$ cat src/rtl/adder_pkg.sv
// rtl/adder_pkg.sv - shared constants, slice-width helpers and types for the pipelined adder
package adder_pkg;

    // Default configuration: drop-in for the 14-bit combinational adder
    localparam int DEF_WIDTH  = 14;
    localparam int DEF_STAGES = 2;

    typedef logic [7:0] stage_idx_t;

    function automatic int ceil_div(input int n, input int d);
        return (n + d - 1) / d;
    endfunction

    function automatic int clog2_int(input int n);
        int r;
        r = 0;
        while ((1 << r) < n) r++;
        return r;
    endfunction

    // Width of every slice except possibly the last
    function automatic int slice_width(input int width, input int stages);
        return ceil_div(width, stages);
    endfunction

    // The last slice carries whatever bits remain after the full-width slices
    function automatic int last_slice_width(input int width, input int stages);
        return width - (stages - 1) * slice_width(width, stages);
    endfunction

    localparam int DEF_SW     = slice_width(DEF_WIDTH, DEF_STAGES);
    localparam int DEF_LAST_W = last_slice_width(DEF_WIDTH, DEF_STAGES);
    localparam int DEF_IDX_W  = clog2_int(DEF_STAGES);

endpackage

$ cat src/rtl/adder_slice.sv
// rtl/adder_slice.sv - one registered slice of the pipelined adder (sum slice + carry out)
module adder_slice #(
    parameter int SLICE_W = 7
) (
    input  logic               clk,
    input  logic               rst,
    input  logic               i_en,
    input  logic [SLICE_W-1:0] i_a,
    input  logic [SLICE_W-1:0] i_b,
    input  logic               i_ci,
    output logic [SLICE_W-1:0] o_sum,
    output logic               o_co
);

    logic [SLICE_W-1:0] r_sum;
    logic               r_co;

    // Register the slice sum and its carry; hold while the pipeline is stalled
    always_ff @(posedge clk) begin
        if (rst) begin
            r_sum <= '0;
            r_co  <= 1'b0;
        end else if (i_en) begin
            {r_co, r_sum} <= {1'b0, i_a} + {1'b0, i_b} + (SLICE_W + 1)'(i_ci);
        end
    end

    assign o_sum = r_sum;
    assign o_co  = r_co;

endmodule

$ cat src/rtl/pipelined_adder.sv
// rtl/pipelined_adder.sv - STAGES-deep sliced adder with valid/ready handshake; ADDER_SUB_EN adds a subtract port
module pipelined_adder
    import adder_pkg::*;
#(
    parameter int WIDTH  = DEF_WIDTH,
    parameter int STAGES = DEF_STAGES
) (
    input  logic             clk,
    input  logic             rst,
    input  logic             in_valid,
    output logic             in_ready,
    input  logic [WIDTH-1:0] a,
    input  logic [WIDTH-1:0] b,
    input  logic             cin,
`ifdef ADDER_SUB_EN
    input  logic             sub,
`endif
    output logic             out_valid,
    input  logic             out_ready,
    output logic [WIDTH-1:0] sum,
    output logic             cout
);

    // Operands are zero-padded to STAGES*SW bits so every slice is SW wide;
    // the padding bits are constant zero, so the carry out of bit WIDTH-1
    // lands in padded result bit WIDTH.
    localparam int SW = slice_width(WIDTH, STAGES);
    localparam int PW = SW * STAGES;

    logic              w_adv;
    logic [STAGES-1:0] r_valid;
    logic [WIDTH-1:0]  w_b_eff;
    logic              w_cin_eff;
    logic [PW-1:0]     w_a_pad;
    logic [PW-1:0]     w_b_pad;
    logic [PW:0]       w_res;

    // Subtract is a + ~b + 1, so cout becomes NOT borrow
`ifdef ADDER_SUB_EN
    assign w_b_eff   = sub ? ~b : b;
    assign w_cin_eff = sub | cin;
`else
    assign w_b_eff   = b;
    assign w_cin_eff = cin;
`endif

    assign w_a_pad = PW'(a);
    assign w_b_pad = PW'(w_b_eff);

    // Global stall: every stage moves together or not at all
    assign w_adv     = ~r_valid[STAGES-1] | out_ready;
    assign in_ready  = w_adv & ~rst;
    assign out_valid = r_valid[STAGES-1];

    // Valid bits shift with the data; bubbles stay in place as zeros
    always_ff @(posedge clk) begin
        if (rst) begin
            r_valid <= '0;
        end else if (w_adv) begin
            r_valid[0] <= in_valid;
            for (int k = 1; k < STAGES; k++) begin
                r_valid[k] <= r_valid[k-1];
            end
        end
    end

    genvar k;
    generate
        for (k = 0; k < STAGES; k++) begin : g_stage
            // Operand bits not yet consumed by earlier stages
            localparam int RW = PW - k * SW;

            logic [RW-1:0]         w_a;
            logic [RW-1:0]         w_b;
            logic                  w_ci;
            logic [SW-1:0]         w_s;
            logic                  w_co;
            // Sum bits of this beat completed so far, aligned to this stage's output
            logic [(k+1)*SW-1:0]   w_acc;

            if (k == 0) begin : g_first
                assign w_a   = w_a_pad;
                assign w_b   = w_b_pad;
                assign w_ci  = w_cin_eff;
                assign w_acc = w_s;
            end else begin : g_skew
                logic [RW-1:0]     r_a;
                logic [RW-1:0]     r_b;
                logic [k*SW-1:0]   r_lo;

                // Delay upper operand slices and de-skew lower sum bits by one stage
                always_ff @(posedge clk) begin
                    if (rst) begin
                        r_a  <= '0;
                        r_b  <= '0;
                        r_lo <= '0;
                    end else if (w_adv) begin
                        r_a  <= g_stage[k-1].w_a[RW+SW-1:SW];
                        r_b  <= g_stage[k-1].w_b[RW+SW-1:SW];
                        r_lo <= g_stage[k-1].w_acc;
                    end
                end

                assign w_a   = r_a;
                assign w_b   = r_b;
                assign w_ci  = g_stage[k-1].w_co;
                assign w_acc = {w_s, r_lo};
            end

            adder_slice #(
                .SLICE_W (SW)
            ) u_slice (
                .clk   (clk),
                .rst   (rst),
                .i_en  (w_adv),
                .i_a   (w_a[SW-1:0]),
                .i_b   (w_b[SW-1:0]),
                .i_ci  (w_ci),
                .o_sum (w_s),
                .o_co  (w_co)
            );
        end
    endgenerate

    assign w_res = {g_stage[STAGES-1].w_co, g_stage[STAGES-1].w_acc};
    assign sum   = w_res[WIDTH-1:0];
    assign cout  = w_res[WIDTH];

endmodule
$ cat config.mk
export PLATFORM = sky130hd
export DESIGN_NAME = pipelined_adder
export DESIGN_NICKNAME = d
export VERILOG_FILES = /design/src/rtl/adder_pkg.sv /design/src/rtl/adder_slice.sv /design/src/rtl/pipelined_adder.sv
export SDC_FILE = /design/constraint.sdc
export NUM_CORES = 1
export LEC_CHECK = 0
export ABC_AREA = 0
export ABC_CLOCK_PERIOD_IN_PS = 5200
export BUFFER_PORTS_ARGS = -buffer_cell sky130_fd_sc_hd__buf_2
export CAP_MARGIN = 20
export CORE_AREA = 4 4 54 104
export CTS_CLUSTER_DIAMETER = 120
export DETAILED_ROUTE_END_ITERATION = 7
export DIE_AREA = 0 0 58 108
export PLACE_DENSITY = 0.63
export SYNTH_ARGS = -nofsm -noshare
export SYNTH_HDL_FRONTEND = slang
export SYNTH_SLANG_ARGS = --single-unit
$ cat constraint.sdc
create_clock -name clk -period 5.2 [get_ports clk]
set_input_delay 1.3 -clock clk [delete_from_list [all_inputs] [get_ports clk]]
set_output_delay 1.3 -clock clk [all_outputs]
set_load 0.05 [all_outputs]
# After elaboration in Yosys (flattened, before gate mapping)
# Index checks and enable logic that the tools add are counted.
[op_classes]
n_addsub = 4
n_bitwise = 4
[ops]
columns = ["cell", "n"]
rows = [
  ["adder 7 x 7 -> 8 bit", 2],
  ["adder 8 x 1 -> 8 bit", 2],
  ["NOT 1 bit", 2],
  ["bitwise AND 1 bit", 1],
  ["OR 1 bit", 1],
]
[word_totals]
inputBits = 33
output_inout_bits = 17
wordCells = 16
ff_bits = 39

# Depth between registers and ports, before layout
# Gate-level depths: netlist of the first run.
[depth]
ltp_word = 3
depth_mapped = 7
ltp_nobuf = 7

# By module
# From an unflattened synthesis of the first run, not the netlist that was laid out.
[hier_totals]
cells_unflattened = 233
hier_area_um2 = 2289.7
[by_module_without_submodules]
columns = ["module", "area_each_um2", "cells_each", "n_inst", "seq_area_each_um2"]
rows = [
  ["adder_slice", 580.6, 64, 2, 160.2],
  ["pipelined_adder", 1128.6, 105, 1, 460.4],
]

# Worst setup path after synthesis of the first run
# OpenSTA, ideal clock, no wires.
[synth_path]
path_kind = "input to output"
from = "input rst"
to = "output in_ready"
arrival_time_ns = 2.335
path_stages = 3
t_required_ns = 3.900
n_path_buf = 2
slack_ns = 1.565
path_cell_list = "clkbuf_1 > clkbuf_1 > nor2_1"
[synth_via]
elab_chain_cells = 2
[synth_rtl]
columns = ["element", "line", "source"]
rows = [
  ["start: declaration", "pipelined_adder.sv:9", "input logic rst,"],
  ["NOT 1 bit", "pipelined_adder.sv:52", "assign in_ready = w_adv & ~rst;"],
  ["bitwise AND 1 bit", "pipelined_adder.sv:52", ""],
  ["end: declaration", "pipelined_adder.sv:11", "output logic in_ready,"],
]
# Every way passes these cells.

# Final worst setup path of the first run
[layout_path]
from = "input out_ready"
to = "output in_ready"
[layout_via]
elab_chain_cells = 2
[layout_rtl]
columns = ["element", "line", "source"]
rows = [
  ["start: declaration", "pipelined_adder.sv:19", "input logic out_ready,"],
  ["OR 1 bit", "pipelined_adder.sv:51", "assign w_adv = ~r_valid[STAGES-1] | out_ready;"],
  ["bitwise AND 1 bit", "pipelined_adder.sv:52", ""],
]
# Every way passes these cells.

==> results of run 1 <==
[cell usage in the layout, fill, tap and decap left out]
| master | n |
|---|---|
| and2b_2 | 1 |
| bufinv_16 | 1 |
| inv_1 | 6 |
| xnor2_1 | 2 |
| buf_4 | 1 |
| a311oi_1 | 2 |
| nand3_1 | 8 |
| or2_1 | 2 |
| fa_1 | 4 |
| or3b_1 | 2 |
| nor2_1 | 9 |
| a211o_1 | 2 |
| a41o_2 | 1 |
| nor3_1 | 2 |
| nand2_1 | 60 |
| o311ai_0 | 2 |
| a21oi_1 | 38 |
| dfxtp_1 | 39 |
| clkbuf_8 | 5 |
| a211oi_1 | 4 |
| nand2b_1 | 5 |
| buf_2 | 49 |
| clkinv_2 | 1 |
| nor4b_1 | 2 |
| a41o_1 | 1 |
| ha_1 | 12 |
| clkinv_4 | 1 |
| o221ai_1 | 2 |
| a21o_1 | 2 |
| o21ai_0 | 4 |
| clkinv_1 | 1 |
| a31oi_1 | 2 |
[cell type report]
cell class	instances	area share [%]
clock inverters	3	1.95
clock buffers	5	3.06
multi-input cells	169	44.7
flip-flops and latches	39	34.7
inverters	7	1.17
repair buffers	50	11.2
well taps	57	3.17
[cell families after synthesis]
family / Yosys count
AND/OR/NAND/NOR: 91
AO/OA/AOI/OAI: 60
flip-flops: 39
buffers and inverters: 20
adder cells (fa/ha/maj): 16
XOR/XNOR: 2
[sequential cells by signal, indices dropped and copies added, names as in the netlist]
register,cells
g_stage.u_slice.o_co,2
r_valid,2
g_stage.g_skew.r_lo,7
g_stage.g_skew.r_a,7
g_stage.u_slice.o_sum,14
g_stage.g_skew.r_b,7
[per-stage QoR]
stage	instance area (um2)	util, %
2_1_floorplan	1870	-
3_3_place_gp	2130	43.9
3_5_place_dp	2130	43.9
4_1_cts	2250	46.2
5_1_grt	2250	46.2
6_report	2250	46.2
[worst register-to-register path, cell delays in order (launching register included)]
cell,delay [ns]
dfxtp_1,0.39
fa_1,0.21
inv_1,0.06
fa_1,0.38
nand2b_1,0.20
a211oi_1,0.29
nor4b_1,0.10
a311oi_1,0.21
[power groups by stage]
stage               Combinational (uW)  Clock [uW]  Sequential (uW)
floorplan                         79.8           0              383
global placement                   160           0              347
detailed placement                 161           0              348
CTS                                162         257              341
global route                       179         267              344
finish                             160         251              341
[per-layer routing]
| layer | vias up | track usage, % | wire length, um |
|---|---|---|---|
| met2 | 31 | 28.5 | 2540 |
| met4 | 0 | 6.97 | 89 |
| li1 | 870 | - | - |
| met3 | 7 | 3.58 | 179 |
| met1 | 768 | 14.6 | 1510 |
| met5 | - | 0 | 0 |
[cell usage after synthesis, types with 4 or more instances]
master    instances  area [um2]
fa_1              4        80.1
inv_1             6        22.5
a21oi_1          38         190
o21ai_0           4        20.0
a211oi_1          4        30.0
nand2b_1          5        31.3
buf_2             7        35.0
ha_1             12         150
dfxtp_1          39         781
clkbuf_1          6        22.5
nand3_1           8        40.0
nor2_1            9        33.8
nand2_1          60         225
[path summary, 6_finish.rpt]
kind	depth (start not counted)	slack [ns]	startpoint	endpoint
worst min-delay path	2	0.45	g_stage[1].g_skew.r_lo[3]$_SDFFE_PP0N_	g_stage[1].g_skew.r_lo[3]$_SDFFE_PP0N_
worst min register to register	2	0.45	g_stage[1].g_skew.r_lo[3]$_SDFFE_PP0N_	g_stage[1].g_skew.r_lo[3]$_SDFFE_PP0N_
worst max-delay path	4	1.54	out_ready	in_ready
worst max register to register	7	3.28	g_stage[0].u_slice.o_co$_SDFFE_PP0N_	g_stage[1].u_slice.o_sum[6]$_SDFFE_PP0N_
==> impl_metrics.json, run 1 <==
{
  "fin_cells": 330,
  "p_int_uw": 524,
  "p_per_area_nw_per_um2": 334,
  "synth_top_family_by_area": "simple AND/OR/NAND/NOR gates",
  "place_ws_ns": 1.54,
  "postRouteAntennaNets": 0,
  "crit_top_cell": "buf_2",
  "cts_resized": 0,
  "n_antenna_cell": 0,
  "postSynthCellCount": 228,
  "drtIter0Drc": 41,
  "finalCritPeriodShare_pct": 70.3,
  "placed_cells": 322,
  "cts_tree": "done",
  "overflow": 0,
  "synthXorXnorAreaFrac_pct": 0.938,
  "report.final.slew_viol_count": 0,
  "nets": 321,
  "endpoint_kind": "output port",
  "yosysSeqAreaShare_pct": 41.8,
  "multi_input_area_um2": 1000,
  "power_uw": 751,
  "status": "complete, no violations",
  "crit_buf_inv": 2,
  "vias": 1676,
  "synthSimpleGateAreaFrac_pct": 21.2,
  "fillers": 538,
  "synth_edf_count": 0,
  "drive_gt1_share_pct": 22.0,
  "switching_share_pct": 30.2,
  "io_pins": 50,
  "dieHeight_um": 108,
  "hold_viol_final": 0,
  "synthToLayoutAreaGrowth_pct": 20.3,
  "max_clock_freq_mhz": 274,
  "ys_warn_count": 0,
  "synth_cell_types": 28,
  "cp_max_fo": 40,
  "final_period_minus_worst_setup_slack_ns": 3.66,
  "coreArea_um2": 4860,
  "cp_slowest_stage_delay_ns": 0.65,
  "worst_pin_slew_ns": 0.675,
  "cts_htree_levels": 2,
  "power_switching_uw": 227,
  "grt_max_degree": 41,
  "rsz0062_at_grt": "false",
  "grt_pass1_wl_mm": 7.11,
  "drt_wl_total_mm": 4.32,
  "p_comb_share_pct": 21.3,
  "grt_pass1_vias": 1615,
  "clk_path_buf_depth": 2,
  "min_path_type": "flip-flop to flip-flop",
  "syn-num-nets": 277,
  "seqCellArea_um2": 781,
  "synth_seq_cells": 39,
  "crit_path_cell_trace": "buf_2 > and2b_2 > nor2_1 > buf_2",
  "ys.flop_type": "dfxtp_1",
  "firstDrtPassIters": 4,
  "io_buffers": 49,
  "via_per_inst": 5.08,
  "cts_setup_buffers": 0,
  "synthArstFlopShare_pct": 0,
  "pwr-share-clk_pct": 33.4,
  "antenna_found_initial": 0,
  "synth_area_per_cell_um2": 8.19,
  "rows": 36,
  "dieArea_um2": 6260,
  "syn-cell-area_um2": 1870,
  "wl_per_cell_um": 13.1,
  "maxCapViolCount": 0,
  "gp_congestion": 0.724,
  "muxShareOfSynthArea_pct": 0,
  "fin_tns_setup_ns": 0,
  "clock_skew_ns": 0.00846,
  "grt_usage_pct": 15.0,
  "path_delay_family": "simple AND/OR/NAND/NOR gates",
  "cts_hold_buf": 0,
  "die-width_um": 58,
  "cp.arrival_ns": 2.36,
  "max-vdd-ir-drop_mv": 0.164,
  "setup_viol": 0,
  "cp_slowest_cell": "and2b_2",
  "cp.required_ns": 3.90,
  "clock_latency_ns": 0.30,
  "p_seq_share_pct": 45.4,
  "cts_inserted_buffers": 5,
  "clk_pin_slew_ns": 0.08,
  "hpwl_mm": 3.27,
  "crit_type": "primary input to output port",
  "fin_ws_ns": 1.54,
  "p_leak_uw": 0.00105,
  "max_slew_margin_pct": 55.0,
  "yosys.area_share.adder_pct": 12.3,
  "cts.sinks": 39,
  "start_kind": "primary input",
  "synth_compound_area_share_pct": 19.2,
  "whs_ns": 0.448,
  "drcViolationCount": 0,
  "ctsRootBufferMaster": "clkbuf_8",
  "start_util_pct": 38.4
}
(Power assumes the default switching activity.)
==> inputs of run 2 (changes only) <==
- ABC_CLOCK_PERIOD_IN_PS: 5200 -> 3100
- PLACE_DENSITY: 0.63 -> 0.65
- clock period: 5.2 -> 3.1 ns (I/O delays scaled with it)
==> run 2 against run 1 <==
Design area grew 1.2%; clock power grew 74%; sequential cell count is the same; clock-buffer cell count grew 1; sequential power grew 67%; clock skew shrank 0.0034 ns; sequential share of layout area shrank 0.42 points; global-route usage shrank 0.34 points; largest cell class unchanged; highest routed layer unchanged.
==> impl_metrics.json, run 2 (synthesis results as in run 1) <==
{
  "p_per_area_nw_per_um2": 562,
  "drive_gt1_share_pct": 22.8,
  "cp_slowest_stage_delay_ns": 0.27,
  "crit_path_cell_trace": "buf_2 > and2b_2 > nor2_1 > buf_2",
  "maxCapViolCount": 0,
  "wl_per_cell_um": 13.2,
  "report.final.slew_viol_count": 0,
  "fin_tns_setup_ns": 0,
  "path_delay_family": "buffers and inverters",
  "layout_common_cells": "nand2_1, buf_2, dfxtp_1",
  "status": "complete, no violations",
  "crit_top_cell": "buf_2",
  "cp.arrival_ns": 1.42,
  "min_path_type": "flip-flop to flip-flop",
  "rsz0062_at_grt": "false",
  "crit_type": "primary input to output port",
  "clk_pin_slew_ns": 0.07,
  "max-vdd-ir-drop_mv": 0.383,
  "synthToLayoutAreaGrowth_pct": 21.8,
  "rows": 36,
  "io_pins": 50,
  "overflow": 0,
  "whs_ns": 0.447,
  "fin_cells": 333,
  "clock_latency_ns": 0.29,
  "coreArea_um2": 4860,
  "drtIter0Drc": 44,
  "crit_buf_inv": 2,
  "max_slew_margin_pct": 45.5,
  "endpoint_kind": "output port",
  "vias": 1688,
  "cp_max_fo": 2,
  "n_antenna_cell": 0,
  "clock_skew_ns": 0.00503,
  "postRouteAntennaNets": 0,
  "cp.required_ns": 2.32,
  "hold_viol_final": 0,
  "cts_inserted_buffers": 5,
  "largest_reg_flops": 14,
  "start_util_pct": 38.4,
  "nets": 324,
  "setup_viol": 0,
  "grt_max_degree": 40,
  "ctsRootBufferMaster": "clkbuf_8",
  "cts.sinks": 39,
  "gp_congestion": 0.724,
  "io_buffers": 49,
  "hpwl_mm": 3.28,
  "cts_setup_buffers": 0,
  "finalCritPeriodShare_pct": 70.7,
  "cts_hold_buf": 0,
  "dieArea_um2": 6260,
  "drt_wl_total_mm": 4.39,
  "drcViolationCount": 0,
  "cp_slowest_cell": "buf_2",
  "mostFrequentLayoutCell": "nand2_1",
  "placed_area_um2": 2160,
  "worst_pin_slew_ns": 0.818,
  "clk_path_buf_depth": 2,
  "max_clock_freq_mhz": 457,
  "grt_pass1_wl_mm": 7.11,
  "placed_cells": 325,
  "final_cell_area_um2": 2270,
  "p_leak_uw": 0.00107,
  "antenna_found_initial": 0,
  "cts_tree": "done",
  "final_period_minus_worst_setup_slack_ns": 2.19,
  "die-width_um": 58,
  "cts_htree_levels": 2,
  "dieHeight_um": 108,
  "via_per_inst": 5.07,
  "start_kind": "primary input",
  "grt_pass1_vias": 1625,
  "grt_usage_pct": 14.7,
  "firstDrtPassIters": 4,
  "cts_resized": 0
}
[run 2: layout make-up]
class | instances | area, um2
fillers | 508 | 2590
multi-input cells | 169 | 1000
flip-flops and latches | 39 | 781
repair buffers | 53 | 275
clock buffers | 6 | 82.6
well taps | 57 | 71.3
clock inverters | 2 | 35.0
inverters | 7 | 26.3
[run 2: path summary, 6_finish.rpt]
kind	from	end	slack, ns	cells after the start
worst min register to register	g_stage[1].g_skew.r_lo[3]$_SDFFE_PP0N_	g_stage[1].g_skew.r_lo[3]$_SDFFE_PP0N_	0.45	2
worst max-delay path	out_ready	in_ready	0.91	4
worst max register to register	g_stage[0].u_slice.o_co$_SDFFE_PP0N_	g_stage[1].u_slice.o_sum[6]$_SDFFE_PP0N_	1.24	7
worst min-delay path	g_stage[1].g_skew.r_lo[3]$_SDFFE_PP0N_	g_stage[1].g_skew.r_lo[3]$_SDFFE_PP0N_	0.45	2
[run 2: through the flow]
stage	total power, uW	setup WS [ns]	util [%]
6_report	1280	0.910	46.8
5_1_grt	1340	0.868	46.8
4_1_cts	1300	0.903	46.8
3_5_place_dp	856	0.768	44.3
3_3_place_gp	853	0.800	44.3
2_1_floorplan	776	0.515	-
[run 2: worst register-to-register path: stages, from the launching register on]
cell and delay [ns]:
dfxtp_1 0.39, fa_1 0.22, inv_1 0.06, fa_1 0.37, nand2b_1 0.19, a211oi_1 0.28, nor4b_1 0.09, a311oi_1 0.19
[run 2: layer usage]
| layer | track usage [%] | part of all wire, % | routed length [um] | up-vias |
|---|---|---|---|---|
| met2 | 29.2 | 59 | 2580 | 32 |
| met1 | 14.3 | 35 | 1550 | 774 |
| li1 | - | - | - | 876 |
| met4 | 4.48 | 1.5 | 65 | 0 |
| met3 | 3.11 | 4.4 | 195 | 6 |
| met5 | 0 | 0 | 0 | - |
[run 2: report_power, final]
| group | switching, uW | total [uW] | internal [uW] |
|---|---|---|---|
| combinational | 176 | 272 | 96.0 |
| clock | 177 | 437 | 260 |
| sequential | 24.5 | 570 | 545 |
| total | 377 | 1280 | 902 |
==> inputs of run 3 (changes only) <==
- ABC_CLOCK_PERIOD_IN_PS: 3100 -> 2000
- clock period: 3.1 -> 2 ns (I/O delays scaled with it)
==> run 3 against run 2 <==
Via count grew 0.47%; first-iteration DRC count is 59% higher; total power grew 64%; clock power grew 79%; wire length grew 2.7%; sequential power up 55%; clock skew about the same; clock-buffer cell count down 1; cell count fell by 0.30%; combinational power grew 57%; worst setup slack got worse by 0.75 ns; largest cell class unchanged.
==> impl_metrics.json, run 3 (synthesis results as in run 1) <==
{
  "firstDrtPassIters": 4,
  "cp_slowest_stage_delay_ns": 0.37,
  "maxCapViolCount": 0,
  "status": "complete, no violations",
  "layout_common_cells": "nand2_1, buf_2, dfxtp_1",
  "crit_top_cell": "fa_1",
  "n_antenna_cell": 0,
  "nets": 323,
  "clock_skew_ns": 0.00513,
  "rr_startpoint": "g_stage[0].u_slice.o_co$_SDFFE_PP0N_",
  "cp.required_ns": 2.20,
  "largest_reg_flops": 14,
  "mostFrequentLayoutCell": "nand2_1",
  "power_uw": 2090,
  "path_delay_family": "adder cells",
  "grt_pass1_vias": 1623,
  "hpwl_mm": 3.36,
  "gp_congestion": 0.762,
  "io_pins": 50,
  "crit_start": "a[0]",
  "cts_hold_buf": 0,
  "vias": 1696,
  "drtIter0Drc": 70,
  "final_period_minus_worst_setup_slack_ns": 1.84,
  "multi_input_area_um2": 1010,
  "seqCellArea_um2": 781,
  "cts_inserted_buffers": 5,
  "io_buffers": 49,
  "cts_htree_levels": 2,
  "wl_per_cell_um": 13.6,
  "finalCritPeriodShare_pct": 92.1,
  "start_util_pct": 38.4,
  "start_kind": "primary input",
  "hold_path_depth": 3,
  "crit_path_cell_trace": "buf_2 > fa_1 > inv_1 > fa_1 > nand2b_1 > a211oi_1 > nor4b_1 > a311oi_1",
  "cts_setup_buffers": 0,
  "reg2reg_depth": 7,
  "min_path_type": "primary input to flip-flop",
  "report.final.slew_viol_count": 0,
  "cp.arrival_ns": 2.04,
  "cts_resized": 0,
  "dieHeight_um": 108,
  "clock_latency_ns": 0.29,
  "p_leak_uw": 0.00108,
  "clk_path_buf_depth": 2,
  "grt_pass1_wl_mm": 7.35,
  "antenna_found_initial": 0,
  "crit_buf_inv": 2,
  "postRouteAntennaNets": 0,
  "die-width_um": 58,
  "p_per_area_nw_per_um2": 903,
  "fillers": 510,
  "dieArea_um2": 6260,
  "hold_viol_final": 0,
  "max_slew_margin_pct": 75.5,
  "fin_tns_setup_ns": 0,
  "cp_max_fo": 3,
  "synthToLayoutAreaGrowth_pct": 24.1,
  "cts_tree": "done",
  "crit_type": "primary input to flip-flop",
  "overflow": 0,
  "ctsRootBufferMaster": "clkbuf_8",
  "via_per_inst": 5.11,
  "rows": 36,
  "min-delay-start": "a[12]",
  "max-vdd-ir-drop_mv": 0.592,
  "clk_pin_slew_ns": 0.08,
  "r2r-end": "g_stage[1].u_slice.o_sum[6]$_SDFFE_PP0N_",
  "worst_pin_slew_ns": 0.363,
  "drcViolationCount": 0,
  "cts.sinks": 39,
  "coreArea_um2": 4860,
  "cp_slowest_cell": "fa_1",
  "grt_usage_pct": 15.5,
  "drt_wl_total_mm": 4.51,
  "drive_gt1_share_pct": 23.3,
  "worstHoldEndpoint": "g_stage[1].g_skew.r_a[5]$_SDFFE_PP0N_",
  "reg2reg_setup_slack_ns": 0.17,
  "setup_viol": 0,
  "grt_max_degree": 45,
  "endpoint_kind": "flip-flop",
  "max_clock_freq_mhz": 543
}
-- run 3: metrics by stage --
step	area (um2)	hold WS (ns)	utilization, %	instances	setup slack, ns
final	2320	0.440	47.7	332	0.158
after detailed placement	2180	0.441	44.8	324	-0.0712
after floorplan	1870	0.432	-	228	0.160
after global placement	2180	0.438	44.8	324	-0.0162
after CTS	2310	0.438	47.6	332	0.0951
after global routing	2320	0.449	47.7	332	-0.000623
-- run 3: metal layers --
layer | global-route usage (%) | part of all wire [%] | up-vias
li1 | - | - | 874
met5 | 0 | 0 | -
met4 | 5.47 | 1.7 | 0
met2 | 31.1 | 59 | 29
met3 | 3.11 | 4.0 | 7
met1 | 14.7 | 35 | 786
-- run 3: layout make-up --
type	count	share of cell area (%)
multi-input cells	169	43.6
flip-flops and latches	39	33.7
repair buffers	52	12.6
well taps	57	3.08
clock buffers	5	2.97
clock inverters	3	2.91
inverters	7	1.13
-- run 3: worst max path at each step --
stage | depth (start not counted) | slack, ns | end
floorplan | 3 | 0.16 | in_ready
global placement | 8 | -0.02 | g_stage[0].u_slice.o_sum[6]$_SDFFE_PP0N_
detailed placement | 8 | -0.07 | g_stage[0].u_slice.o_sum[6]$_SDFFE_PP0N_
CTS | 7 | 0.1 | g_stage[1].u_slice.o_sum[6]$_SDFFE_PP0N_
global route | 6 | -0.0006 | g_stage[1].u_slice.o_sum[4]$_SDFFE_PP0N_
finish | 8 | 0.16 | g_stage[0].u_slice.o_sum[6]$_SDFFE_PP0N_
-- run 3: worst register-to-register path, stage by stage, from the launching register on --
cell and delay, ns:
dfxtp_1 0.39, fa_1 0.22, inv_1 0.06, fa_1 0.37
nand2b_1 0.21, a211oi_2 0.23, nor4b_1 0.08, a311oi_1 0.19
-- run 3: where the power goes --
part	total [uW]	internal, uW	switching, uW
Sequential	884	845	39.0
Combinational	428	152	276
Clock	782	497	285
